==> config.mk <==
export PLATFORM = sky130hd
export DESIGN_NAME = upg_session_ctrl
export DESIGN_NICKNAME = d
export VERILOG_FILES = /design/src/rtl/upg_session_ctrl.sv
export SDC_FILE = /design/constraint.sdc
export NUM_CORES = 1
export LEC_CHECK = 0
export ABC_AREA = 1
export BUFFER_PORTS_ARGS = -buffer_cell sky130_fd_sc_hd__buf_2
export CAP_MARGIN = 20
export CORE_MARGIN = 4
export CORE_UTILIZATION = 56
export DETAILED_ROUTE_END_ITERATION = 7
export PLACE_DENSITY = 0.85
export REMOVE_ABC_BUFFERS = 1
export SYNTH_ARGS = -nofsm -noshare
export SYNTH_HDL_FRONTEND = slang
export SYNTH_SLANG_ARGS = --single-unit
==> constraint.sdc <==
create_clock -name clock -period 3.81 [get_ports clock]
set_input_delay 0 -clock clock [delete_from_list [all_inputs] [get_ports clock]]
set_output_delay 0 -clock clock [all_outputs]
set_load 0.005 [all_outputs]
==> src/rtl/upg_session_ctrl.sv <==
`default_nettype none
// ============================================================================
// Module   : upg_session_ctrl
// Purpose  : Sequences one UART program-download session and gates the CPU
//            reset. Optional feature macro: UPG_CHECKSUM_EN (data checksum).
// Revision : 1.0
// ============================================================================
module upg_session_ctrl #(
    parameter int TIMEOUT_CYC = 1_000_000,
    parameter int DRAIN_CYC   = 16,
    parameter int CNT_W       = 15
) (
    input  logic             clock,
    input  logic             reset_n,
    input  logic             start_pg,
    input  logic             abort,
    input  logic             upg_wen_i,
    input  logic [14:0]      upg_adr_i,
    input  logic [31:0]      upg_dat_i,
    input  logic             upg_done_i,
    output logic             upg_rst_o,
    output logic             cpu_rst_o,
    output logic             imem_wen_o,
    output logic             dmem_wen_o,
    output logic [CNT_W-1:0] imem_cnt_o,
    output logic [CNT_W-1:0] dmem_cnt_o,
    output logic [2:0]       state_o,
    output logic             err_o,
    output logic [31:0]      chk_o
);

    localparam int               C_TMO_W    = (TIMEOUT_CYC > 1) ? $clog2(TIMEOUT_CYC) : 1;
    localparam int               C_DRN_W    = (DRAIN_CYC > 1) ? $clog2(DRAIN_CYC) : 1;
    localparam logic [C_TMO_W-1:0] C_TMO_LAST = C_TMO_W'(TIMEOUT_CYC - 1);
    localparam logic [C_DRN_W-1:0] C_DRN_LAST = C_DRN_W'(DRAIN_CYC - 1);
    localparam logic [CNT_W-1:0]   C_CNT_MAX  = '1;

    typedef enum logic [2:0] {
        S_IDLE  = 3'd0,
        S_ARM   = 3'd1,
        S_LOAD  = 3'd2,
        S_DRAIN = 3'd3,
        S_RUN   = 3'd4,
        S_ERROR = 3'd5
    } state_t;

    state_t             r_state;
    state_t             w_next;
    logic               w_arm_entry;
    logic               w_accept;
    logic [C_TMO_W-1:0] r_tmo;
    logic [C_DRN_W-1:0] r_drain;
    logic [CNT_W-1:0]   r_imem_cnt;
    logic [CNT_W-1:0]   r_dmem_cnt;
    logic               r_upg_rst;
    logic               r_cpu_rst;
    logic               r_err;

    // Writes reach the memories only while the programmer is live.
    assign w_accept   = upg_wen_i & ((r_state == S_ARM) || (r_state == S_LOAD));
    assign imem_wen_o = w_accept & ~upg_adr_i[14];
    assign dmem_wen_o = w_accept &  upg_adr_i[14];

    always_ff @(posedge clock or negedge reset_n) begin
        if (!reset_n) begin
            r_state <= S_IDLE;
        end else begin
            r_state <= w_next;
        end
    end

    always_comb begin
        w_next      = r_state;
        w_arm_entry = 1'b0;
        if (abort && (r_state != S_IDLE)) begin
            w_next = S_IDLE;
        end else begin
            case (r_state)
                S_IDLE, S_RUN, S_ERROR: begin
                    if (start_pg) begin
                        w_next      = S_ARM;
                        w_arm_entry = 1'b1;
                    end
                end
                S_ARM: begin
                    if (upg_done_i)     w_next = S_DRAIN;
                    else if (upg_wen_i) w_next = S_LOAD;
                end
                S_LOAD: begin
                    if (upg_done_i)                             w_next = S_DRAIN;
                    else if (!upg_wen_i && (r_tmo == C_TMO_LAST)) w_next = S_ERROR;
                end
                S_DRAIN: begin
                    if (r_drain == C_DRN_LAST) w_next = S_RUN;
                end
                default: w_next = S_IDLE;
            endcase
        end
    end

    // Status outputs are decoded from the next state so they change with state_o.
    always_ff @(posedge clock or negedge reset_n) begin
        if (!reset_n) begin
            r_upg_rst <= 1'b1;
            r_cpu_rst <= 1'b1;
            r_err     <= 1'b0;
        end else begin
            r_upg_rst <= (w_next == S_IDLE) || (w_next == S_RUN) || (w_next == S_ERROR);
            r_cpu_rst <= (w_next != S_RUN);
            if (w_next == S_ERROR) begin
                r_err <= 1'b1;
            end else if (w_arm_entry) begin
                r_err <= 1'b0;
            end
        end
    end

    always_ff @(posedge clock or negedge reset_n) begin
        if (!reset_n) begin
            r_tmo   <= '0;
            r_drain <= '0;
        end else begin
            if ((r_state == S_LOAD) && !upg_wen_i) r_tmo <= r_tmo + 1'b1;
            else                                   r_tmo <= '0;
            if (r_state == S_DRAIN) r_drain <= r_drain + 1'b1;
            else                    r_drain <= '0;
        end
    end

    always_ff @(posedge clock or negedge reset_n) begin
        if (!reset_n) begin
            r_imem_cnt <= '0;
            r_dmem_cnt <= '0;
        end else if (w_arm_entry) begin
            r_imem_cnt <= '0;
            r_dmem_cnt <= '0;
        end else if (w_accept) begin
            if (!upg_adr_i[14] && (r_imem_cnt != C_CNT_MAX)) r_imem_cnt <= r_imem_cnt + 1'b1;
            if ( upg_adr_i[14] && (r_dmem_cnt != C_CNT_MAX)) r_dmem_cnt <= r_dmem_cnt + 1'b1;
        end
    end

`ifdef UPG_CHECKSUM_EN
    logic [31:0] r_chk;
    logic        w_unused_adr;

    always_ff @(posedge clock or negedge reset_n) begin
        if (!reset_n) begin
            r_chk <= '0;
        end else if (w_arm_entry) begin
            r_chk <= '0;
        end else if (w_accept) begin
            r_chk <= r_chk + upg_dat_i;
        end
    end

    assign chk_o        = r_chk;
    assign w_unused_adr = ^upg_adr_i[13:0];
`else
    logic w_unused_in;

    assign chk_o       = '0;
    assign w_unused_in = ^{upg_adr_i[13:0], upg_dat_i};
`endif

    assign upg_rst_o  = r_upg_rst;
    assign cpu_rst_o  = r_cpu_rst;
    assign err_o      = r_err;
    assign imem_cnt_o = r_imem_cnt;
    assign dmem_cnt_o = r_dmem_cnt;
    assign state_o    = r_state;

endmodule
`default_nettype wire

Word-level counts from Yosys, hierarchy flattened

Cells that the tools add are included.

Register bits: 60
Latch bits: 0
RAM bits: 0
Memory bits (read-only): 0
Input bits: 53
Output and inout bits: 70
Logic and storage cells: 69
Memories kept: 0

Add/sub/neg operators: 4
Multipliers: 0
Div/mod/pow operators: 0
Order comparisons: 0
Equality and inequality tests: 12
Shifts and indexed selects: 0
Mux-type cells: 21
Bitwise logic cells: 4
Reductions and logical operators: 20

Operator list:

| kind                    | number |
|---|---|
| $mux W15                | 6 |
| $add A15 B1 Y15 const B | 2 |
| $ne A15 B15 Y1 const B  | 2 |
| $mux W3                 | 7 |
| $add A20 B1 Y20 const B | 1 |
| $eq A20 B20 Y1 const B  | 1 |
| $mux W20                | 1 |
| $eq A3 B3 Y1 const B    | 4 |
| $pmux W3 S4             | 1 |
| $reduce_bool A2 Y1      | 4 |
| $eq A3 B2 Y1 const B    | 2 |
| $logic_not A3 Y1        | 2 |
| $logic_and A1 B1 Y1     | 5 |
| $mux W1                 | 5 |
| $add A4 B1 Y4 const B   | 1 |
| $eq A4 B4 Y1 const B    | 1 |
| $mux W4                 | 1 |
| $reduce_and A2 Y1       | 2 |
| $and A1 B1 Y1           | 3 |
| $eq A3 B1 Y1 const B    | 1 |
| $logic_or A1 B1 Y1      | 3 |
| $ne A3 B3 Y1 const B    | 1 |
| $reduce_bool A3 Y1      | 1 |
| $reduce_or A3 Y1        | 1 |
| 2 further kinds         | 3 |

Longest topological paths before layout

Depth after elaboration: 9
Gate-level depth with buffers: 12

Least setup slack after synthesis

Ideal clock, no wire load.

Path type: register to register
Start: register r_imem_cnt[0], in the netlist imem_cnt_o[0]
End: register r_imem_cnt[5], in the netlist imem_cnt_o[5]
Arrival: 1.445 ns
Data required time: 3.692 ns
Slack: 2.248 ns
Stages on the path, launching flop included: 10
Path buffers: 1
Clock period less this slack: 1.562 ns
Cell sequence: dfrtp_1 -> ha_1 -> inv_1 -> nor3_4 -> nand4_1 -> nand2_2 -> nand2_4 -> buf_6 -> nand3_1 -> nand2_1

Longest elaborated chain between the ends: 4
Elaborated cells on any way between the ends: 8
Those cells by class: add/sub (1); eq/ne (1); mux (3); reduce/logical (3)

Ends and longest elaborated chain:

| what                                              | RTL line | source |
|---|---|---|
| start: declaration                                | 53       | `logic [CNT_W-1:0] r_imem_cnt;` |
| start signal: assignment                          | 138      | `if (!upg_adr_i[14] && (r_imem_cnt != C_CNT_MAX)) r_imem_cnt <= r_imem_cnt + 1'b1;` |
| $add A15 B1 Y15 or $ne A15 B15 Y1 (tied branches) | 138      |  |
| $mux W15 or $logic_and A1 B1 Y1 (tied branches)   | 138      |  |
| $mux W15 or $reduce_bool A2 Y1 (tied branches)    | --       |  |
| $mux W15 or $reduce_and A2 Y1 (tied branches)     | --       |  |

Several ways; a longest one is shown, not always the timed one. The select of a mux whose other input is x is not followed.
A chain may end at the register's enable or synchronous reset.

Final worst setup path

Start: register r_state[0], in the netlist state_o[0]
End: register r_tmo[10]

Longest elaborated chain between the ends: 3

Ends and longest elaborated chain:

| what                     | RTL line | source |
|---|---|---|
| start: declaration       | 47       | `state_t r_state;` |
| start signal: assignment | 68       | `r_state <= w_next;` |
| $eq A3 B2 Y1             | 123      | `if ((r_state == S_LOAD) && !upg_wen_i) r_tmo <= r_tmo + 1'b1;` |
| $logic_and A1 B1 Y1      | 123      |  |
| $mux W20                 | 123      |  |
| end signal: assignment   | 123      |  |
| end: declaration         | 51       | `logic [C_TMO_W-1:0] r_tmo;` |

Every way passes these cells.

==> summary.txt <==
Cells after Synth - 517
post-synthesis area per instance - 7.50 um^2
Rows - 30
hold crit path type - in2reg
Final Net Count - 620
Max Slew Vio Count - 0
Peak Freq - 456 MHz
H-tree levels - 3
PostCTS Resize Cnt - 0
GRT overflow - 0
status - finished, final reports clean
Clk Latency, worst-skew pair - 0.34 ns
ant diodes - 0
relative slew slack - 48.2%
ANT nets after route - 0
CP max stage cell - nor2_1
Worst Path Max Fanout - 12
wire length per cell - 12.6 um
global-route wire length before repair - 14000 um
vias in the first global route - 3205
register area share after synthesis - 38.8%
RSZ-0062 raised after global routing - no
library cells used by synthesis - 37
total number of vias - 3439
Worst Clk Skew - 0.0143 ns
#FFs+latches synth - 60
type of origin of the critical path - register
Post-CTS Setup Bufs - 0
die extent in y - 91.2 um
Synth Cell Area - 3880 um^2
fill count - 599
largest net degree at the start of global routing - 52
IO Pins - 123
Sink Count - 60
initial antenna violation count - 0
Power Total - 1.85 mW
Root Buffer - clkbuf_8
Area Overhead vs Synth - 7.71%
crit end category - register
CTS tree - done
Final Hold Viols - 0
DR iter-0 viols - 181
CP Cell Sequence - inv_2 -> nand3_2 -> nor2_1 -> clkinv_1 -> a211oi_1
Peak VDD IR - 0.000213 V
Yosys warning count - 0
# DRC - 0
ys async rst share - 100%
# port buffers - 44
Pwr per Cell Area - 443 nW/um^2
die area - 8320 um^2
GRT Util Overall - 20.3%
worst stage delay on the critical path - 0.61 ns
Worst-path clk slew - 0.07 ns
leak pwr - 2.11 nW
Die X - 91.2 um
minimum clock period - 2.19 ns
CORE AREA - 6760 um^2
HPWL Detailed - 5870 um
worst slew pin tran - 0.774 ns
Worst EP required - 4.05 ns
Routed WL - 8130 um
Primary FF master, synth - dfrtp_1
first drt pass iteration count - 6
period utilisation layout - 57.6%
Vias/cell - 5.32
final setup fails - 0
Starting Density - 57.4%
Crit Path Category - reg2reg
Routability Congestion - 0.917
EDFF count, synth - 0
proportion of layout cells with a drive suffix above 1 - 15.3%
Num CTS Buffers - 9
Worst EP arrival - 2.43 ns
Fin Setup TNS - 0 ns
# Max-Cap Violations - 0
deepest clock path buffer count - 2
## routing by layer
metal / up-vias / GRT usage (%) / part of all wire [%]
met5: - / 0 / 0
met4: 0 / 6.66 / 1.4
met3: 14 / 5.30 / 8.2
met2: 130 / 34.7 / 49
met1: 1600 / 25.0 / 42
li1: 1695 / - / -
## path summary, 6_finish.rpt
check,slack (ns),start,cells after the start,to
setup / recovery,1.62,state_o[0],5,r_tmo[10]
hold / removal,0.04,upg_adr_i[14],4,imem_cnt_o[14]
setup reg to reg,1.62,state_o[0],5,r_tmo[10]
hold reg to reg,0.46,r_tmo[0],1,r_tmo[0]
max in group asynchronous,2.84,reset_n,3,state_o[0]
min in group asynchronous,0.05,reset_n,2,dmem_cnt_o[11]
## sequential cells by signal, indices dropped and copies added, names as in the netlist
name,count
dmem_cnt_o,15
state_o,3
cpu_rst_o,1
imem_cnt_o,15
r_drain,4
upg_rst_o,1
err_o,1
r_tmo,20
## power by group
| group | switching [mW] | leakage [nW] | internal [mW] |
|---|---|---|---|
| logic | 0.375 | 1.20 | 0.176 |
| clock network | 0.245 | 0.0893 | 0.267 |
| registers | 0.0800 | 0.822 | 0.710 |
## worst max-delay path: cells and delay by family, from the launching register on
family | cells | cell delay [ns]
AND/OR/NAND/NOR | 2 | 0.72
buffers and inverters | 2 | 0.60
flip-flops | 1 | 0.44
AO/OA/AOI/OAI | 1 | 0.34
## metrics by stage
| stage | std cells | setup WS (ns) | instance area (um^2) | hold slack, ns | util, % |
|---|---|---|---|---|---|
| global placement | 631 | 1.75 | 4000 | -0.133 | 59.2 |
| global route | 647 | 1.43 | 4180 | 0.0396 | 61.8 |
| floorplan | 506 | 2.19 | 3670 | -0.296 | - |
| detailed placement | 631 | 1.69 | 4000 | -0.122 | 59.2 |
| finish | 647 | 1.62 | 4180 | 0.0392 | 61.8 |
| CTS | 647 | 1.68 | 4180 | 0.0210 | 61.8 |
## synth_stat cells (2+ instances only)
master | instances | area share (%)
nor2_2 | 3 | 0.48
dfstp_2 | 2 | 1.4
xor2_1 | 13 | 2.9
nor2_1 | 60 | 5.8
a211oi_1 | 2 | 0.39
dfrtp_1 | 58 | 37
o21ai_0 | 17 | 2.2
nor2_4 | 3 | 0.87
nand3_1 | 47 | 6.1
nand3_2 | 4 | 1.0
nand3b_1 | 4 | 0.77
buf_4 | 36 | 7.0
o21ai_1 | 3 | 0.39
inv_1 | 53 | 5.1
ha_1 | 4 | 1.3
buf_6 | 4 | 1.2
nor3_1 | 17 | 2.2
nand4_1 | 15 | 2.4
nand2_1 | 124 | 12
xnor2_1 | 5 | 1.1
nand2_2 | 3 | 0.48
nor3_2 | 2 | 0.52
inv_2 | 5 | 0.48
nor3_4 | 3 | 1.3
a21oi_1 | 18 | 2.3
## logic make-up after synthesis
group           after synthesis  synth area share, %
compound gates               44                 6.48
buf+inv                     101                 14.1
fa+ha+maj                     4                 1.29
flops                        60                 38.8
other cells                   1               0.0967
xor+xnor                     18                 4.06
simple gates                289                 35.2
## repair_timing
action / 4_1_cts / 5_1_grt
hold buffers: 1 / 0
hold endpoints to repair: 9 / 0
setup endpoints to repair: 0 / 0
## cells in the final DEF, fill, tap and decap left out, types with 3 or more instances in the layout
cell type  instances
a21oi_1           18
buf_2             44
clkbuf_8          11
conb_1            32
dfrtp_1           58
ha_1               4
inv_1             53
inv_2              5
nand2_1          124
nand2_2            3
nand3_1           47
nand3_2            4
nand3b_1           4
nand4_1           15
nor2_1            60
nor2_2             3
nor2_4             3
nor3_1            17
nor3_4             3
o21ai_0           17
o21ai_1            3
xnor2_1            5
xor2_1            13
## final cells by class
| cell class | instances | area (um^2) | share of cell area (%) |
|---|---|---|---|
| well taps | 80 | 100 | 2.40 |
| repair buffers | 46 | 238 | 5.69 |
| clock inverters | 2 | 10.0 | 0.240 |
| clock buffers | 13 | 159 | 3.80 |
| multi-input cells | 387 | 1950 | 46.6 |
| flip-flops and latches | 60 | 1500 | 36.0 |
| inverters | 59 | 221 | 5.30 |
No activity file was read; power rests on OpenSTA's default activity.
